<file path="src/rtl/oam_dma_ctrl_pkg.sv">
// Shared definitions for the sprite (OAM) DMA controller: state encoding,
// default register addresses and transfer length.
package dma_defs;

    localparam logic [15:0] DMA_REG_ADDR  = 16'h4014;
    localparam logic [15:0] OAM_DATA_ADDR = 16'h2004;
    localparam int          OAM_XFER_LEN  = 256;

    typedef enum logic [2:0] {
        IDLE      = 3'd0,
        HALT_WAIT = 3'd1,
        READ      = 3'd2,
        WAIT      = 3'd3,
        CAPTURE   = 3'd4,
        WRITE     = 3'd5,
        DONE      = 3'd6
    } dma_state_t;

endpackage

</file>
<file path="src/rtl/oam_dma_ctrl_if.sv">
// CPU-side and memory-side bus signals around the OAM DMA controller.
// The slave modport is the controller's view; master is the surrounding system.
interface oam_dma_ctrl_if;

    logic [15:0] cpu_addr;
    logic [7:0]  cpu_data_out;
    logic        cpu_write_en;
    logic        cpu_read_en;
    logic [15:0] mem_addr;
    logic [7:0]  mem_data_out;
    logic        mem_write_en;
    logic        mem_read_en;
    logic [7:0]  mem_data_in;
    logic        cpu_halt;
    logic        dma_busy;

    modport slave (
        input  cpu_addr, cpu_data_out, cpu_write_en, cpu_read_en, mem_data_in,
        output mem_addr, mem_data_out, mem_write_en, mem_read_en, cpu_halt, dma_busy
    );

    modport master (
        output cpu_addr, cpu_data_out, cpu_write_en, cpu_read_en, mem_data_in,
        input  mem_addr, mem_data_out, mem_write_en, mem_read_en, cpu_halt, dma_busy
    );

endinterface

</file>
<file path="src/rtl/oam_dma_ctrl.sv">
// Sprite DMA sequencer: a CPU write to the DMA register halts the CPU and copies
// one 256-byte page to the OAM data port; otherwise the bus passes straight through.
module oam_dma_ctrl #(
    parameter logic [15:0] DMA_REG_ADDR  = dma_defs::DMA_REG_ADDR,
    parameter logic [15:0] OAM_DATA_ADDR = dma_defs::OAM_DATA_ADDR,
    parameter int          HALT_SETTLE   = 2,
    parameter int          READ_LAT      = 2
) (
    input  logic           clk,
    input  logic           rst,
    oam_dma_ctrl_if.slave  bus
);

    import dma_defs::*;

    dma_state_t  state_q, state_d;
    logic [7:0]  idx_q, idx_d;
    logic [7:0]  page_q, page_d;
    logic [7:0]  data_reg_q, data_reg_d;
    logic        armed_q, armed_d;
    logic [3:0]  settle_cnt_q, settle_cnt_d;
    logic [1:0]  wait_cnt_q, wait_cnt_d;
    logic        cpu_halt_q, cpu_halt_d;
    logic        dma_busy_q, dma_busy_d;
    logic        trig;

    assign trig = bus.cpu_write_en && (bus.cpu_addr == DMA_REG_ADDR);

    always_comb begin
        state_d      = state_q;
        idx_d        = idx_q;
        page_d       = page_q;
        data_reg_d   = data_reg_q;
        armed_d      = armed_q;
        settle_cnt_d = settle_cnt_q;
        wait_cnt_d   = wait_cnt_q;
        cpu_halt_d   = cpu_halt_q;
        dma_busy_d   = dma_busy_q;

        // Re-arm only once the strobe drops, so a held write cannot retrigger.
        if (!trig) armed_d = 1'b1;

        case (state_q)
            IDLE: begin
                if (trig && armed_q) begin
                    page_d       = bus.cpu_data_out;
                    armed_d      = 1'b0;
                    cpu_halt_d   = 1'b1;
                    dma_busy_d   = 1'b1;
                    settle_cnt_d = 4'd0;
                    state_d      = HALT_WAIT;
                end
            end
            HALT_WAIT: begin
                if (settle_cnt_q == 4'(HALT_SETTLE - 1)) state_d = READ;
                else settle_cnt_d = settle_cnt_q + 4'd1;
            end
            READ: begin
                wait_cnt_d = 2'd0;
                state_d    = (READ_LAT == 1) ? CAPTURE : WAIT;
            end
            WAIT: begin
                if (wait_cnt_q == 2'(READ_LAT - 2)) state_d = CAPTURE;
                else wait_cnt_d = wait_cnt_q + 2'd1;
            end
            CAPTURE: begin
                data_reg_d = bus.mem_data_in;
                state_d    = WRITE;
            end
            WRITE: begin
                if (idx_q == 8'(OAM_XFER_LEN - 1)) begin
                    state_d = DONE;
                end else begin
                    idx_d   = idx_q + 8'd1;
                    state_d = READ;
                end
            end
            default: begin
                // DONE, and any unused encoding, hand the bus back to the CPU.
                cpu_halt_d = 1'b0;
                dma_busy_d = 1'b0;
                idx_d      = 8'd0;
                state_d    = IDLE;
            end
        endcase
    end

    always_ff @(posedge clk) begin
        if (rst) begin
            state_q      <= IDLE;
            idx_q        <= 8'd0;
            page_q       <= 8'd0;
            data_reg_q   <= 8'd0;
            armed_q      <= 1'b1;
            settle_cnt_q <= 4'd0;
            wait_cnt_q   <= 2'd0;
            cpu_halt_q   <= 1'b0;
            dma_busy_q   <= 1'b0;
        end else begin
            state_q      <= state_d;
            idx_q        <= idx_d;
            page_q       <= page_d;
            data_reg_q   <= data_reg_d;
            armed_q      <= armed_d;
            settle_cnt_q <= settle_cnt_d;
            wait_cnt_q   <= wait_cnt_d;
            cpu_halt_q   <= cpu_halt_d;
            dma_busy_q   <= dma_busy_d;
        end
    end

    // Bus mux: CPU owns the bus while idle or settling; DMA owns it otherwise.
    always_comb begin
        bus.mem_addr     = {page_q, idx_q};
        bus.mem_data_out = 8'h00;
        bus.mem_write_en = 1'b0;
        bus.mem_read_en  = 1'b0;
        case (state_q)
            IDLE, HALT_WAIT: begin
                bus.mem_addr     = bus.cpu_addr;
                bus.mem_data_out = bus.cpu_data_out;
                bus.mem_write_en = bus.cpu_write_en;
                bus.mem_read_en  = bus.cpu_read_en;
            end
            READ: begin
                bus.mem_read_en = 1'b1;
            end
            WRITE: begin
                bus.mem_addr     = OAM_DATA_ADDR;
                bus.mem_data_out = data_reg_q;
                bus.mem_write_en = 1'b1;
            end
            default: ;
        endcase
    end

    assign bus.cpu_halt = cpu_halt_q;
    assign bus.dma_busy = dma_busy_q;

endmodule

</file>
<file path="src/flat_wrapper.sv">
// flat-port wrapper written by rule: the top's interface ports become plain ports
module oam_dma_ctrl_flat import dma_defs::*;
#(
    parameter logic [15:0] DMA_REG_ADDR  = dma_defs::DMA_REG_ADDR,
    parameter logic [15:0] OAM_DATA_ADDR = dma_defs::OAM_DATA_ADDR,
    parameter int          HALT_SETTLE   = 2,
    parameter int          READ_LAT      = 2
)
  (clk, rst, bus_cpu_addr, bus_cpu_data_out, bus_cpu_write_en, bus_cpu_read_en, bus_mem_data_in, bus_mem_addr, bus_mem_data_out, bus_mem_write_en, bus_mem_read_en, bus_cpu_halt, bus_dma_busy);
  oam_dma_ctrl_if bus_i ();
  input  logic clk;
  input  logic rst;
  input wire logic [$bits(bus_i.cpu_addr)-1:0] bus_cpu_addr;
  input wire logic [$bits(bus_i.cpu_data_out)-1:0] bus_cpu_data_out;
  input wire logic [$bits(bus_i.cpu_write_en)-1:0] bus_cpu_write_en;
  input wire logic [$bits(bus_i.cpu_read_en)-1:0] bus_cpu_read_en;
  input wire logic [$bits(bus_i.mem_data_in)-1:0] bus_mem_data_in;
  output wire logic [$bits(bus_i.mem_addr)-1:0] bus_mem_addr;
  output wire logic [$bits(bus_i.mem_data_out)-1:0] bus_mem_data_out;
  output wire logic [$bits(bus_i.mem_write_en)-1:0] bus_mem_write_en;
  output wire logic [$bits(bus_i.mem_read_en)-1:0] bus_mem_read_en;
  output wire logic [$bits(bus_i.cpu_halt)-1:0] bus_cpu_halt;
  output wire logic [$bits(bus_i.dma_busy)-1:0] bus_dma_busy;
  assign bus_i.cpu_addr = bus_cpu_addr;
  assign bus_i.cpu_data_out = bus_cpu_data_out;
  assign bus_i.cpu_write_en = bus_cpu_write_en;
  assign bus_i.cpu_read_en = bus_cpu_read_en;
  assign bus_i.mem_data_in = bus_mem_data_in;
  assign bus_mem_addr = bus_i.mem_addr;
  assign bus_mem_data_out = bus_i.mem_data_out;
  assign bus_mem_write_en = bus_i.mem_write_en;
  assign bus_mem_read_en = bus_i.mem_read_en;
  assign bus_cpu_halt = bus_i.cpu_halt;
  assign bus_dma_busy = bus_i.dma_busy;
  oam_dma_ctrl #(.DMA_REG_ADDR(DMA_REG_ADDR), .OAM_DATA_ADDR(OAM_DATA_ADDR), .HALT_SETTLE(HALT_SETTLE), .READ_LAT(READ_LAT)) u_core (.clk(clk), .rst(rst), .bus(bus_i));
endmodule
</file>
<file path="config.mk">
export PLATFORM = sky130hd
export DESIGN_NAME = oam_dma_ctrl_flat
export DESIGN_NICKNAME = d
export VERILOG_FILES = /design/src/rtl/oam_dma_ctrl_pkg.sv /design/src/rtl/oam_dma_ctrl_if.sv /design/src/rtl/oam_dma_ctrl.sv /design/src/flat_wrapper.sv
export SDC_FILE = /design/constraint.sdc
export NUM_CORES = 1
export LEC_CHECK = 0
export BUFFER_PORTS_ARGS = -buffer_cell sky130_fd_sc_hd__buf_2
export CORE_MARGIN = 2
export CORE_UTILIZATION = 49
export DETAILED_ROUTE_END_ITERATION = 8
export GPL_TIMING_DRIVEN = 0
export PLACE_DENSITY = 0.84
export SLEW_MARGIN = 20
export SYNTH_ARGS = -nofsm -noshare
export SYNTH_HDL_FRONTEND = slang
export SYNTH_SLANG_ARGS = --single-unit
</file>
<file path="constraint.sdc">
create_clock -name clk -period 4.35 [get_ports clk]
set_clock_uncertainty 0.05 [all_clocks]
set_input_delay 1.305 -clock clk [delete_from_list [all_inputs] [get_ports clk]]
set_output_delay 1.305 -clock clk [all_outputs]
set_load 0.005 [all_outputs]
</file>
==> impl_metrics.ini <==
[status]
status = finished clean

[yosys]
synthCells = 260
synth.distinct_cells = 38
ys_seq_area_share_pct = 36.32
ys_warn_count = 0
syn_area_sq_um = 1929
synth-xor-area-share_pct = 1.362
avgSynthCellArea_sq_um = 7.421
synth-edff-count = 0
ys.flop_type = dfxtp_1
synthSimpleGateAreaFrac_pct = 31.65
synth-compound-area-share_pct = 17.19
synth_mux_area_share_pct = 4.669
synth_fa_ha_area_share_pct = 2.594
ys_async_sr_fraction_pct = 0
synth_nets = 300
synth_top_family_by_area = simple AND/OR/NAND/NOR gates
ys_ff_latch = 35

[timing]
grt_setup_unrepaired = false
slew_headroom_pct = 52.35
holdWs_ns = 0.4169
fin_tns_setup_ns = 0
setup_violations = 0
period_needed_ns = 3.397
fmax_mhz = 294.4
final_hold_viol_count = 0
slew_violations = 0
setup_slack_ns = 0.9528
worstMarginPinSlew_ns = 0.7087
final.period_utilization_pct = 78.10

[cts]
cts_resized = 0
clk_pin_slew_ns = 0.07
cts_buffers = 5
cts_setup_buffers = 0
clock_path_buffers = 2
cts_htree_levels = 2
clockRootBuffer = clkbuf_8
clkSinkCount = 35
holdBufCountCts = 0
clk_latency_ns = 0.29
cts_tree = built

[critical_path]
reg2reg_to = u_core.page_q[3]
cp_slowest_stage_delay_ns = 0.38
end_kind = primary output
r2r_setup_slack_ns = 2.41
cp_slowest_cell = clkbuf_1
crit_required_ns = 2.99
critPathBufInv = 5
critPathLaunchType = flop
crit_fanout = 10
critPathKind = reg2out
crit_path_start = u_core.state_q[1]
cp_top_family = buffers and inverters
r2r-start = u_core.state_q[0]
cp_common_cell = clkbuf_1
cp_cell_sequence = buf_6 -> inv_1 -> and3_1 -> clkbuf_1 -> clkbuf_1 -> a22o_1 -> buf_2
crit_arrival_ns = 2.04
rr_worst_depth = 6

[drt]
drt_iter0_drc = 77
ant_nets = 0
first_pass_iters = 4
wl_per_cell_um = 13.08
vias = 2080
drc = 0
wl_um = 4957
vias_per_cell = 5.488

[die]
dieArea_sq_um = 4456
initial_core_util_pct = 51.92
fp.coreArea_sq_um = 3716
floorplan.io_pins = 64
chipWidth_um = 66.75
std_cell_rows = 22
chipHeight_um = 66.75

[place]
dpl_cell_area_sq_um = 2305
preCtsSetupSlack_ns = 1.254
dp_hpwl_um = 3764
io_buffers = 63
gp_congestion = 0.8160

[hold_path]
hold_start = u_core.data_reg_q[6]
hold_end = u_core.data_reg_q[6]
hold_class = reg2reg
whs_path_depth = 2

[pwr]
combPwrFrac_pct = 20.1
power.switching_uw = 209.1
p_int_uw = 580.3
p_leak_uw = 0.0009995
seqPwrFrac_pct = 41.6
pwr-share-clk_pct = 38.4
power_per_cell_area_nw_per_um2 = 325.9
irDropWorstVdd_v = 0.0002067
p_sw_share_pct = 26.48
finalPower_uw = 789.4

[final_layout]
layout-drive-gt1-share_pct = 24.17
diodes = 0
final_nets = 370
syn_to_final_growth_pct = 25.55
stdcell_area_sq_um = 2422

[global_routing]
grt_usage_pct = 23.40
use_met2_pct = 37.00
grt_max_degree = 12
top_usage_layer = met2
grtUsageMet1_pct = 30.94
grt_pass1_vias = 1747
met3_usage_pct = 5.912
overflow = 0
grt_antenna_before_repair = 0
grt_pass1_wl_um = 7886

[job]
maxCapViolations = 0
[power by group through the flow]
stage	combinational (uW)	clock (uW)	sequential, uW
after global routing	177	322	328
final	158	303	328
after CTS	158	309	328
after floorplan	93.8	0	335
after global placement	156	0	335
after detailed placement	158	0	335
[per-layer routing]
layer  up-vias  routed length (um)
met4         0                  60
met1       947                2213
met3        10                 385
li1       1042                   -
met2        81                2298
met5         -                   0
[cells in the mapped netlist, drive strengths merged (2+ instances only)]
master	number	share of area [%]
nand2	57	11
dfxtp	35	36
nor2	25	4.9
a21oi	22	5.7
nand3	17	4.4
clkbuf	13	2.5
o21ai	12	3.1
mux2i	9	4.7
a22o	8	3.6
inv	7	1.4
nor3	7	1.8
buf	5	2.3
ha	4	2.6
or3	4	1.6
a22oi	3	1.2
nand2b	3	0.97
nand3b	3	1.2
nand4	3	0.97
nor4	3	1.8
o31ai	3	1.2
xnor2	3	1.4
or2	2	0.65
[worst min-delay path: stages (launching register included)]
cell and delay, ns:
dfxtp_1 0.32, nand2_1 0.05, a21oi_1 0.05
[through the flow]
step                instances  utilization, %
floorplan                 260               -
global placement          371           62.02
detailed placement        371           62.02
CTS                       379           65.19
global route              379           65.19
finish                    379           65.19
[worst max path at each step]
| stage | slack [ns] | endpoint | cells past startpoint |
|---|---|---|---|
| 4_1_cts | 0.95 | bus_mem_addr[0] | 7 |
| 2_1_floorplan | 1.49 | bus_mem_data_out[0] | 1 |
| 5_1_grt | 0.78 | bus_mem_data_out[4] | 7 |
| 3_3_place_gp | 1.26 | bus_mem_data_out[4] | 3 |
| 3_5_place_dp | 1.25 | bus_mem_data_out[4] | 3 |
| 6_report | 0.95 | bus_mem_data_out[4] | 7 |
[sequential cells by signal (all words and copies together), names as in the netlist]
register and count:
u_core.wait_cnt_q 2, u_core.data_reg_q 8, u_core.bus.cpu_halt 1, u_core.state_q 3
u_core.idx_q 8, u_core.page_q 8, u_core.armed_q 1, u_core.settle_cnt_q 4
[layout make-up]
type	count	area, sq um
buffer	18	93.84
clock buffer	6	82.58
clock inverter	2	35.03
fill	337	1294
inverter	7	26.28
multi-input combinational	200	1109
sequential	35	700.7
tap	48	60.06
timing repair buffer	63	315.3
[cells in the final DEF, fill, tap and decap left out, types with 4 or more instances in the layout]
| cell | count |
|---|---|
| ha_1 | 4 |
| nor2_1 | 25 |
| a21oi_1 | 22 |
| nand2_1 | 57 |
| nor3_1 | 7 |
| inv_1 | 7 |
| a22o_1 | 8 |
| mux2i_1 | 9 |
| nand3_1 | 17 |
| buf_2 | 63 |
| clkbuf_8 | 6 |
| dfxtp_1 | 35 |
| clkbuf_1 | 13 |
| o21ai_0 | 12 |
[cells by family (layout without fill, tap and decap cells)]
family          Yosys count  in the layout
fa+ha+maj                 4              4
simple gates            130            130
flops                    35             35
compound gates           54             54
buf+inv                  25             96
mux                       9              9
xor+xnor                  3              3
No activity file was read; power rests on OpenSTA's default activity.
